===== src/rtl/fpu_acc_driver.sv =====
// fpu_acc_driver: accumulates LEN binary32 terms through an external
// stb/ack single-precision adder and returns the final sum over a
// valid/ready port. The first term is loaded directly into the running
// sum, so the adder performs exactly LEN-1 additions per batch.
module fpu_acc_driver #(
    parameter int LEN = 8
) (
    input  logic        clk,
    input  logic        rst_n,
    input  logic [31:0] in_data,
    input  logic        in_valid,
    output logic        in_ready,
    output logic [31:0] add_a,
    output logic [31:0] add_b,
    output logic        add_a_stb,
    input  logic        add_a_ack,
    output logic        add_b_stb,
    input  logic        add_b_ack,
    input  logic [31:0] add_z,
    input  logic        add_z_stb,
    output logic        add_z_ack,
    output logic [31:0] out_sum,
    output logic        out_valid,
    input  logic        out_ready,
    output logic        busy
);

    localparam int CW = $clog2(LEN + 1);

    typedef enum logic [1:0] {LOAD, SEND, WAIT_Z, DONE} state_t;

    state_t          state_q, state_d;
    logic [CW-1:0]   count_q, count_d;
    logic [31:0]     sum_q, sum_d;
    logic [31:0]     term_q, term_d;
    logic            in_ready_q, in_ready_d;
    logic            a_stb_q, a_stb_d;
    logic            b_stb_q, b_stb_d;
    logic            z_ack_q, z_ack_d;
    logic            out_valid_q, out_valid_d;

    logic            in_fire, a_fire, b_fire, z_fire, out_fire;
    logic            last_term, batch_full;

    assign in_fire    = in_valid && in_ready_q;
    assign a_fire     = a_stb_q && add_a_ack;
    assign b_fire     = b_stb_q && add_b_ack;
    assign z_fire     = add_z_stb && z_ack_q;
    assign out_fire   = out_valid_q && out_ready;
    // Accepting a term while count==LEN-1 completes the batch's input.
    assign last_term  = (count_q == CW'(LEN - 1));
    assign batch_full = (count_q == CW'(LEN));

    // Next-state and registered-output logic for the accumulation FSM.
    always_comb begin
        state_d     = state_q;
        count_d     = count_q;
        sum_d       = sum_q;
        term_d      = term_q;
        in_ready_d  = in_ready_q;
        a_stb_d     = a_stb_q;
        b_stb_d     = b_stb_q;
        z_ack_d     = z_ack_q;
        out_valid_d = out_valid_q;
        case (state_q)
            LOAD: begin
                // in_ready is registered, so it rises on the first clock
                // after reset release and stays high while waiting.
                in_ready_d = 1'b1;
                if (in_fire) begin
                    count_d = count_q + 1'b1;
                    if (count_q == '0) begin
                        // First term bypasses the adder entirely.
                        sum_d = in_data;
                        if (last_term) begin
                            state_d     = DONE;
                            in_ready_d  = 1'b0;
                            out_valid_d = 1'b1;
                        end
                    end else begin
                        term_d     = in_data;
                        state_d    = SEND;
                        in_ready_d = 1'b0;
                        a_stb_d    = 1'b1;
                        b_stb_d    = 1'b1;
                    end
                end
            end
            SEND: begin
                // Each strobe retires on its own ack; a dropped strobe
                // means that operand has already transferred.
                if (a_fire) a_stb_d = 1'b0;
                if (b_fire) b_stb_d = 1'b0;
                if ((!a_stb_q || add_a_ack) && (!b_stb_q || add_b_ack)) begin
                    state_d = WAIT_Z;
                    z_ack_d = 1'b1;
                end
            end
            WAIT_Z: begin
                if (z_fire) begin
                    sum_d   = add_z;
                    z_ack_d = 1'b0;
                    if (batch_full) begin
                        state_d     = DONE;
                        out_valid_d = 1'b1;
                    end else begin
                        state_d    = LOAD;
                        in_ready_d = 1'b1;
                    end
                end
            end
            DONE: begin
                if (out_fire) begin
                    out_valid_d = 1'b0;
                    count_d     = '0;
                    state_d     = LOAD;
                    in_ready_d  = 1'b1;
                end
            end
            default: begin
                state_d = LOAD;
            end
        endcase
    end

    // State and output registers; reset discards any partial sum.
    always_ff @(posedge clk or negedge rst_n) begin
        if (!rst_n) begin
            state_q     <= LOAD;
            count_q     <= '0;
            sum_q       <= '0;
            term_q      <= '0;
            in_ready_q  <= 1'b0;
            a_stb_q     <= 1'b0;
            b_stb_q     <= 1'b0;
            z_ack_q     <= 1'b0;
            out_valid_q <= 1'b0;
        end else begin
            state_q     <= state_d;
            count_q     <= count_d;
            sum_q       <= sum_d;
            term_q      <= term_d;
            in_ready_q  <= in_ready_d;
            a_stb_q     <= a_stb_d;
            b_stb_q     <= b_stb_d;
            z_ack_q     <= z_ack_d;
            out_valid_q <= out_valid_d;
        end
    end

    assign in_ready  = in_ready_q;
    assign add_a     = sum_q;
    assign add_b     = term_q;
    assign add_a_stb = a_stb_q;
    assign add_b_stb = b_stb_q;
    assign add_z_ack = z_ack_q;
    assign out_sum   = sum_q;
    assign out_valid = out_valid_q;
    assign busy      = !((state_q == LOAD) && (count_q == '0));

endmodule


===== config.mk =====
export PLATFORM = sky130hd
export DESIGN_NAME = fpu_acc_driver
export DESIGN_NICKNAME = d
export VERILOG_FILES = /design/src/rtl/fpu_acc_driver.sv
export SDC_FILE = /design/constraint.sdc
export NUM_CORES = 1
export LEC_CHECK = 0
export BUFFER_PORTS_ARGS = -buffer_cell sky130_fd_sc_hd__buf_2
export CORE_MARGIN = 3
export CORE_UTILIZATION = 46
export DETAILED_ROUTE_END_ITERATION = 6
export GPL_ROUTABILITY_DRIVEN = 0
export HOLD_SLACK_MARGIN = 0.12
export PLACE_DENSITY_LB_ADDON = 0.05
export SYNTH_ARGS = -nofsm -noshare
export SYNTH_HDL_FRONTEND = slang
export SYNTH_SLANG_ARGS = --single-unit

===== constraint.sdc =====
create_clock -name clk -period 2.5 [get_ports clk]
set_clock_uncertainty 0.1 [all_clocks]
set_input_delay 0.375 -clock clk [delete_from_list [all_inputs] [get_ports clk]]
set_output_delay 0.375 -clock clk [all_outputs]
set_load 0.02 [all_outputs]

======== Word level (Yosys, flattened, before mapping) ========
Cells that the tools add are included.
storage, ports and cells
  register bits ........................... 75
  input bits .............................. 71
  output and inout port bits .............. 102
  logic and storage cells ................. 94
cells by class
  $add $sub $neg .......................... 1
  equality and inequality tests ........... 17
  muxes and demuxes ....................... 38
  bitwise logic cells ..................... 1
  reduce and logical (&&, ||, !) cells .... 28
operator list
  kind                 count
  $mux 32              3
  $pmux 32 s2          1
  $ne 2x2->1 const B   10
  $mux 1               18
  $reduce_and 4->1     4
  $mux 2               7
  $reduce_and 3->1     3
  $mux 4               2
  $pmux 2 s4           1
  $pmux 4 s2           1
  $reduce_bool 2->1    4
  $logic_and 1x1->1    7
  $reduce_and 7->1     1
  $pmux 1 s2           3
  $pmux 1 s3           2
  $reduce_and 5->1     1
  $add 4x1->4 const B  1
  $eq 2x2->1 const B   2
  $eq 4x3->1 const B   1
  $eq 4x4->1 const B   1
  $logic_not 4->1      1
  $logic_not 1->1      3
  $ne 3x3->1 const B   1
  $reduce_bool 3->1    1
  other kinds (5)      6

======== Longest topological paths before layout ========
Gate-level depths: netlist (run 1).
  depth after elaboration ................. 5
  depth in mapped cells ................... 7
  depth with buffers taken out ............ 6

======== Least setup slack after synthesis (run 1) ========
No wires, ideal clock.
  kind .................................... reg-to-reg
  from .................................... register count_q[0]
  to ...................................... register term_q[10] (netlist: add_b[10])
  setup time .............................. 0.125 ns
  arrival ................................. 1.814 ns
  data required time ...................... 2.275 ns
  path slack .............................. 0.461 ns
  cell stages (with the launch flop) ...... 7
  path buffers ............................ 1
  clock period less this slack ............ 2.039 ns
  cells stage by stage .................... dfrtp_1 > inv_1 > ha_1 > nor3b_1 > nor4_2 > buf_2 > mux2_2
between the ends
  cells in the longest elaborated chain, start to end .. 3
RTL lines
  element                     line  RTL
  start: declaration          33    logic [CW-1:0] count_q, count_d;
  start signal: assignment    140   count_q <= count_d;
  $logic_not 4->1             72    if (count_q == '0) begin
  $not 1->1 (no line)         -
  $reduce_and 3->1 (no line)  -
  end signal: assignment      142   term_q <= term_d;
  end: declaration            35    logic [31:0] term_q, term_d;
No other way between the ends.
A chain may end at the register's enable or synchronous reset.

======== Worst setup path after layout (run 1) ========
  from .................................... register count_q[0]
  to ...................................... register sum_q[3] (netlist: add_a[3])
between the ends
  cells in the longest elaborated chain, start to end .. 3
RTL lines
  element                     line  RTL
  $logic_not 4->1             72
  $ne 2x1->1 (no line)        -
  $reduce_and 4->1 (no line)  -
  end signal: assignment      141   sum_q <= sum_d;
  end: declaration            34    logic [31:0] sum_q, sum_d;
No other way between the ends.

==> metrics.cfg, run 1 <==
[finish]
instances_no_fill = 555
diodes = 0
nNetsFinal = 524
area_growth_pct = 26.6
layout-drive-gt1-share_pct = 52.2

[detailed_routing]
routedWlPerCell_um = 14.4
ant_nets = 0
drc = 0
vias = 2711
drt-total-wl_um = 7990
dr.first_iter.drc_count = 42
dr.pass1.iters = 4
vias_per_cell = 4.88

[logic_synthesis]
syn_nets = 380
netlist_top_cells_area = dfrtp_1 53%, mux2_2 11%, mux2i_1 9.0%
synth_top_area_share_pct = 52.7
yosysMostFrequentCell = dfrtp_1
synthDistinctLibCells = 30
syn_inst = 307
yosysWarningCount = 0
synth_common_cells = 75 x dfrtp_1, 41 x nor2_1, 35 x buf_4
synth-seq-area-share_pct = 52.7
synth_ff_type = dfrtp_1
synthArstFlopShare_pct = 100
synth-edff-count = 0
synth_seq_cells = 75
syn_avg_cell_area_um2 = 11.6
synth_largest_area_cell = dfrtp_1
syn-cell-area_mm2 = 0.00356

[die]
start_util_pct = 48.3
coreArea_mm2 = 0.00737
die-height_um = 94.0
dieArea_mm2 = 0.00883
rows = 31
die_x_um = 94.0
pin_count = 173

[power]
switching_share_pct = 45.1
ir_drop_mv = 0.679
power.switching_w = 0.00307
p_int_w = 0.00374
power_w = 0.00680
p_seq_share_pct = 33.6
power_density_mw_per_mm2 = 1510
leakagePower_nw = 2.17
power_frac_comb_pct = 53.0
clkPwrFrac_pct = 13.4

[clock_network]
cts_resized = 0
cts_hold_buffers = 1
clock_sinks = 75
cts_buffer_depth = 2
h-tree-depth = 3
clockRootBuffer = clkbuf_8
cts_tree = yes
post_cts.repair.setup_buffers = 0
clk_pin_slew_ns = 0.08
cts_made_buffers = 9
clock_latency_ns = 0.33

[placement]
io_buffers = 172
place_inst = 538
dpl.hpwl_um = 6090

[setup_path]
end_kind = flop
critPathKind = flop to flop
required_ns = 2.65
critPathLaunchType = flop
critical_path.max_fanout = 34
arrival_ns = 2.32

[timing]
fin_tns_setup_ns = 0
max_slew_margin_pct = 54.8
hold_viol = 0
max_freq_mhz = 462
tightest_slew_ns = 0.678
grt_setup_unrepaired = no
maxSlewViolCount = 0
setup_viol = 0
fin_crit_sh_pct = 86.5
min_period_ns = 2.16

[global_route]
grt_pass1_vias = 2624
gr-total-overflow = 0
grt_pass1_wl_um = 12500
grt_max_degree = 40
antenna_found_initial = 0
track_usage_pct = 18.1

[min_path]
holdCritPathClass = input port to flop

[flow_run]
drv_cap = 0

[outcome]
status = complete, no violations

placed cells by master (no fill, tap or decap), drive strengths merged, types with 5 or more instances in the layout:
cell type  instances
clkbuf            11
buf              179
mux2              34
mux2i             32
inv                6
dfrtp             75
a21oi             36
nor2              41
nand2              6
o21ai              5
critical path, stage by stage (launching register included):
cell and delay (ns):
dfrtp_1 0.41, inv_1 0.07, ha_1 0.18, or3b_1 0.40
a221oi_4 0.32, buf_4 0.38, nor2_1 0.09, a21oi_1 0.13
cells by family after synthesis:
logic type / share of synthesized area, %
xor gates and xnor gates: 0.492
and+or+nand+nor: 7.70
buffers and inverters: 10.1
muxes: 19.7
DFF: 52.7
adders and majority gates: 0.703
AOI/OAI and AO/OA: 8.54
power groups by stage:
| stage | Sequential [W] | Clock (W) | Combinational (W) |
|---|---|---|---|
| floorplan | 0.00290 | 0 | 0.00219 |
| global placement | 0.00230 | 0 | 0.00361 |
| detailed placement | 0.00232 | 0 | 0.00367 |
| CTS | 0.00230 | 0.000950 | 0.00367 |
| global route | 0.00239 | 0.000994 | 0.00390 |
| finish | 0.00229 | 0.000909 | 0.00361 |
flip-flops by register name, indices dropped and copies added, names as in the netlist:
register   flops
count_q        4
add_b         32
add_b_stb      1
out_valid      1
state_q        2
add_a_stb      1
add_a         32
in_ready       1
add_z_ack      1
routing by layer:
metal | vias up | GRT usage (%) | wire length, µm
li1 | 1324 | - | -
met1 | 1277 | 22.6 | 3290
met2 | 103 | 31.1 | 4070
met3 | 7 | 3.45 | 546
met4 | 0 | 6.98 | 82
met5 | - | 0 | 0
per-stage QoR:
step | hold WS (ns) | util [%] | cell area (µm²) | setup WS, ns
floorplan | -0.0206 | - | 3560 | 0.461
global placement | 0.275 | 58.4 | 4300 | 0.454
detailed placement | 0.278 | 58.4 | 4300 | 0.336
CTS | 0.162 | 61.2 | 4510 | 0.325
global route | 0.170 | 61.2 | 4510 | 0.148
finish | 0.184 | 61.2 | 4510 | 0.336
final timing paths:
check	startpoint	endpoint	slack (ns)	cells past startpoint
max	count_q[0]	add_a[3]	0.34	7
min	in_data[11]	add_b[11]	0.18	2
max reg2reg	count_q[0]	add_a[3]	0.34	7
min reg2reg	add_b[13]	add_b[13]	0.40	1
max in group asynchronous	rst_n	add_a[12]	1.28	3
min in group asynchronous	rst_n	add_b[24]	0.44	2
final cells by class:
cell class / count / area (µm²)
Fill cell: 675 / 2860
Sequential cell: 75 / 1880
Multi-Input combinational cell: 179 / 1340
Timing Repair Buffer: 180 / 951
Clock buffer: 11 / 141
Tap cell: 99 / 124
Clock inverter: 5 / 52.6
Inverter: 6 / 22.5
(Power assumes the default switching activity.)
==> inputs of run 2 (changes only) <==
--- a/config.mk
+++ b/config.mk
@@ -12,6 +12,7 @@
 export GPL_ROUTABILITY_DRIVEN = 0
 export HOLD_SLACK_MARGIN = 0.12
 export PLACE_DENSITY_LB_ADDON = 0.05
+export REMOVE_ABC_BUFFERS = 1
 export SYNTH_ARGS = -nofsm -noshare
 export SYNTH_HDL_FRONTEND = slang
 export SYNTH_SLANG_ARGS = --single-unit
==> metrics.cfg, run 2 (synthesis gave the netlist of run 1 again) <==
[timing]
fin_crit_sh_pct = 88.8  ; +2.3 points
maxSlewViolCount = 0  ; unchanged
setup_viol = 0  ; unchanged
fin_tns_setup_ns = 0  ; unchanged
hold_viol = 0  ; unchanged
postLayoutSetupSlackWorst_ns = 0.280  ; -0.0568 ns
max_freq_mhz = 450  ; -2.6%
max_slew_margin_pct = 67.6  ; +13 points
grt_setup_unrepaired = no
min_period_ns = 2.22  ; +0.0568 ns
tightest_slew_ns = 0.486  ; -0.192 ns

[power]
leakagePower_nw = 2.17  ; -0.37%
clkPwrFrac_pct = 12.8  ; -0.6 points
ir_drop_mv = 0.593  ; -13%
p_seq_share_pct = 33.5  ; about the same
p_int_w = 0.00370  ; -0.96%
power.switching_w = 0.00308  ; +0.38%
switching_share_pct = 45.4  ; +0.33 points
power_frac_comb_pct = 53.6  ; +0.6 points
power_w = 0.00678  ; -0.36%
power_density_mw_per_mm2 = 1510  ; +0.17%

[detailed_routing]
ant_nets = 0  ; unchanged
drt-total-wl_um = 8240  ; +3.1%
vias = 2731  ; +0.74%
vias_per_cell = 4.92  ; +0.74%
drc = 0  ; unchanged
dr.first_iter.drc_count = 74  ; +76%
routedWlPerCell_um = 14.8  ; +3.1%
dr.pass1.iters = 4  ; unchanged

[die]
pin_count = 173  ; unchanged
rows = 31  ; unchanged
dieArea_mm2 = 0.00883  ; unchanged
die-height_um = 94.0  ; unchanged
coreArea_mm2 = 0.00737  ; unchanged
die_x_um = 94.0  ; unchanged
start_util_pct = 48.3  ; unchanged

[setup_path]
slowest_stage = buf_4
arrival_ns = 2.34  ; +0.02 ns
worstPathBufferInverterCount = 3  ; +1
cpMostUsedCell = buf_4
critical_path.max_fanout = 33  ; -2.9%
required_ns = 2.62  ; -0.03 ns
critPathKind = flop to flop
path_cells = inv_1 -> ha_1 -> nor3b_1 -> buf_4 -> nor4_4 -> buf_4 -> mux2_2
critPathLaunchType = flop
critical_path.top_delay_family = buffers and inverters
end_kind = flop
max_stage_delay_ns = 0.46  ; +0.05 ns

[global_route]
grt_pass1_wl_um = 13200  ; +5.6%
grt_max_degree = 76  ; +90%
track_usage_pct = 19.3  ; +1.1 points
gr-total-overflow = 0  ; unchanged
grt_pass1_vias = 2790  ; +6.3%
antenna_found_initial = 0  ; unchanged

[clock_network]
post_cts.repair.setup_buffers = 0  ; unchanged
clk_pin_slew_ns = 0.08  ; about the same
h-tree-depth = 3  ; unchanged
clock_latency_ns = 0.33  ; about the same
cts_tree = yes
clock_sinks = 75  ; unchanged
cts_made_buffers = 9  ; unchanged
clockRootBuffer = clkbuf_8
cts_resized = 0  ; unchanged
cts_buffer_depth = 2  ; unchanged
cts_hold_buffers = 1  ; unchanged

[finish]
layout-drive-gt1-share_pct = 51.8  ; -0.44 points
diodes = 0  ; unchanged
layout_common_cells = 171 x buf_2, 75 x dfrtp_1, 40 x nor2_1
final_common_cell = buf_2
design_area_mm2 = 0.00448  ; -0.53%
nNetsFinal = 525  ; +0.19%
fin_util_pct = 60.8  ; -0.32 points
area_growth_pct = 25.9
num-fill-cells = 682  ; +1.0%

[placement]
dpl.hpwl_um = 5910  ; -2.9%
place_area_mm2 = 0.00430  ; -0.12%
preCtsSetupSlack_ns = 0.280  ; -0.0560 ns
io_buffers = 172  ; unchanged

[min_path]
holdCritPathClass = input port to flop

[outcome]
status = complete, no violations

[flow_run]
drv_cap = 0  ; unchanged

[run 2: power by group through the flow]
stage / Clock (W) / Sequential, W / Combinational, W
finish: 0.000870 / 0.00227 / 0.00364
global route: 0.000954 / 0.00237 / 0.00394
CTS: 0.000901 / 0.00228 / 0.00369
detailed placement: 0 / 0.00229 / 0.00369
global placement: 0 / 0.00228 / 0.00364
floorplan: 0 / 0.00327 / 0.00139
[run 2: layout make-up]
type | count | area (µm²) | share of cell area (%)
Timing Repair Buffer | 181 | 946 | 21.1
Inverter | 6 | 22.5 | 0.502
Multi-Input combinational cell | 179 | 1340 | 29.9
Tap cell | 99 | 124 | 2.76
Clock buffer | 12 | 135 | 3.01
Sequential cell | 75 | 1880 | 41.9
Clock inverter | 3 | 40.0 | 0.893
[run 2: metal layers]
metal / vias to the layer above / wire [µm] / GRT usage (%)
met5: - / 0 / 0
met4: 0 / 146 / 7.10
met3: 16 / 613 / 4.33
met2: 111 / 4020 / 32.5
met1: 1286 / 3450 / 24.1
li1: 1318 / - / -
[run 2: worst reg2reg max path, cell delays in order (launching register included)]
cell and delay [ns]:
dfrtp_1 0.39, inv_1 0.06, ha_1 0.21, nor3b_1 0.14, buf_4 0.15, nor4_4 0.19, buf_4 0.46, mux2_2 0.41
[run 2: worst paths after layout]
kind | start | end | slack (ns) | cells after the start
min in group asynchronous | rst_n | add_a[30] | 0.48 | 3
max | count_q[0] | add_b[29] | 0.28 | 7
min reg2reg | add_b[22] | add_b[22] | 0.40 | 1
max in group asynchronous | rst_n | state_q[0] | 1.48 | 3
min | in_data[12] | add_b[12] | 0.18 | 2
max reg2reg | count_q[0] | add_b[29] | 0.28 | 7
[run 2: per-stage QoR]
step | std cells | hold WS, ns
final | 555 | 0.184
after CTS | 555 | 0.166
after global placement | 539 | 0.327
after detailed placement | 539 | 0.325
after floorplan | 260 | -0.0206
after global routing | 555 | 0.176
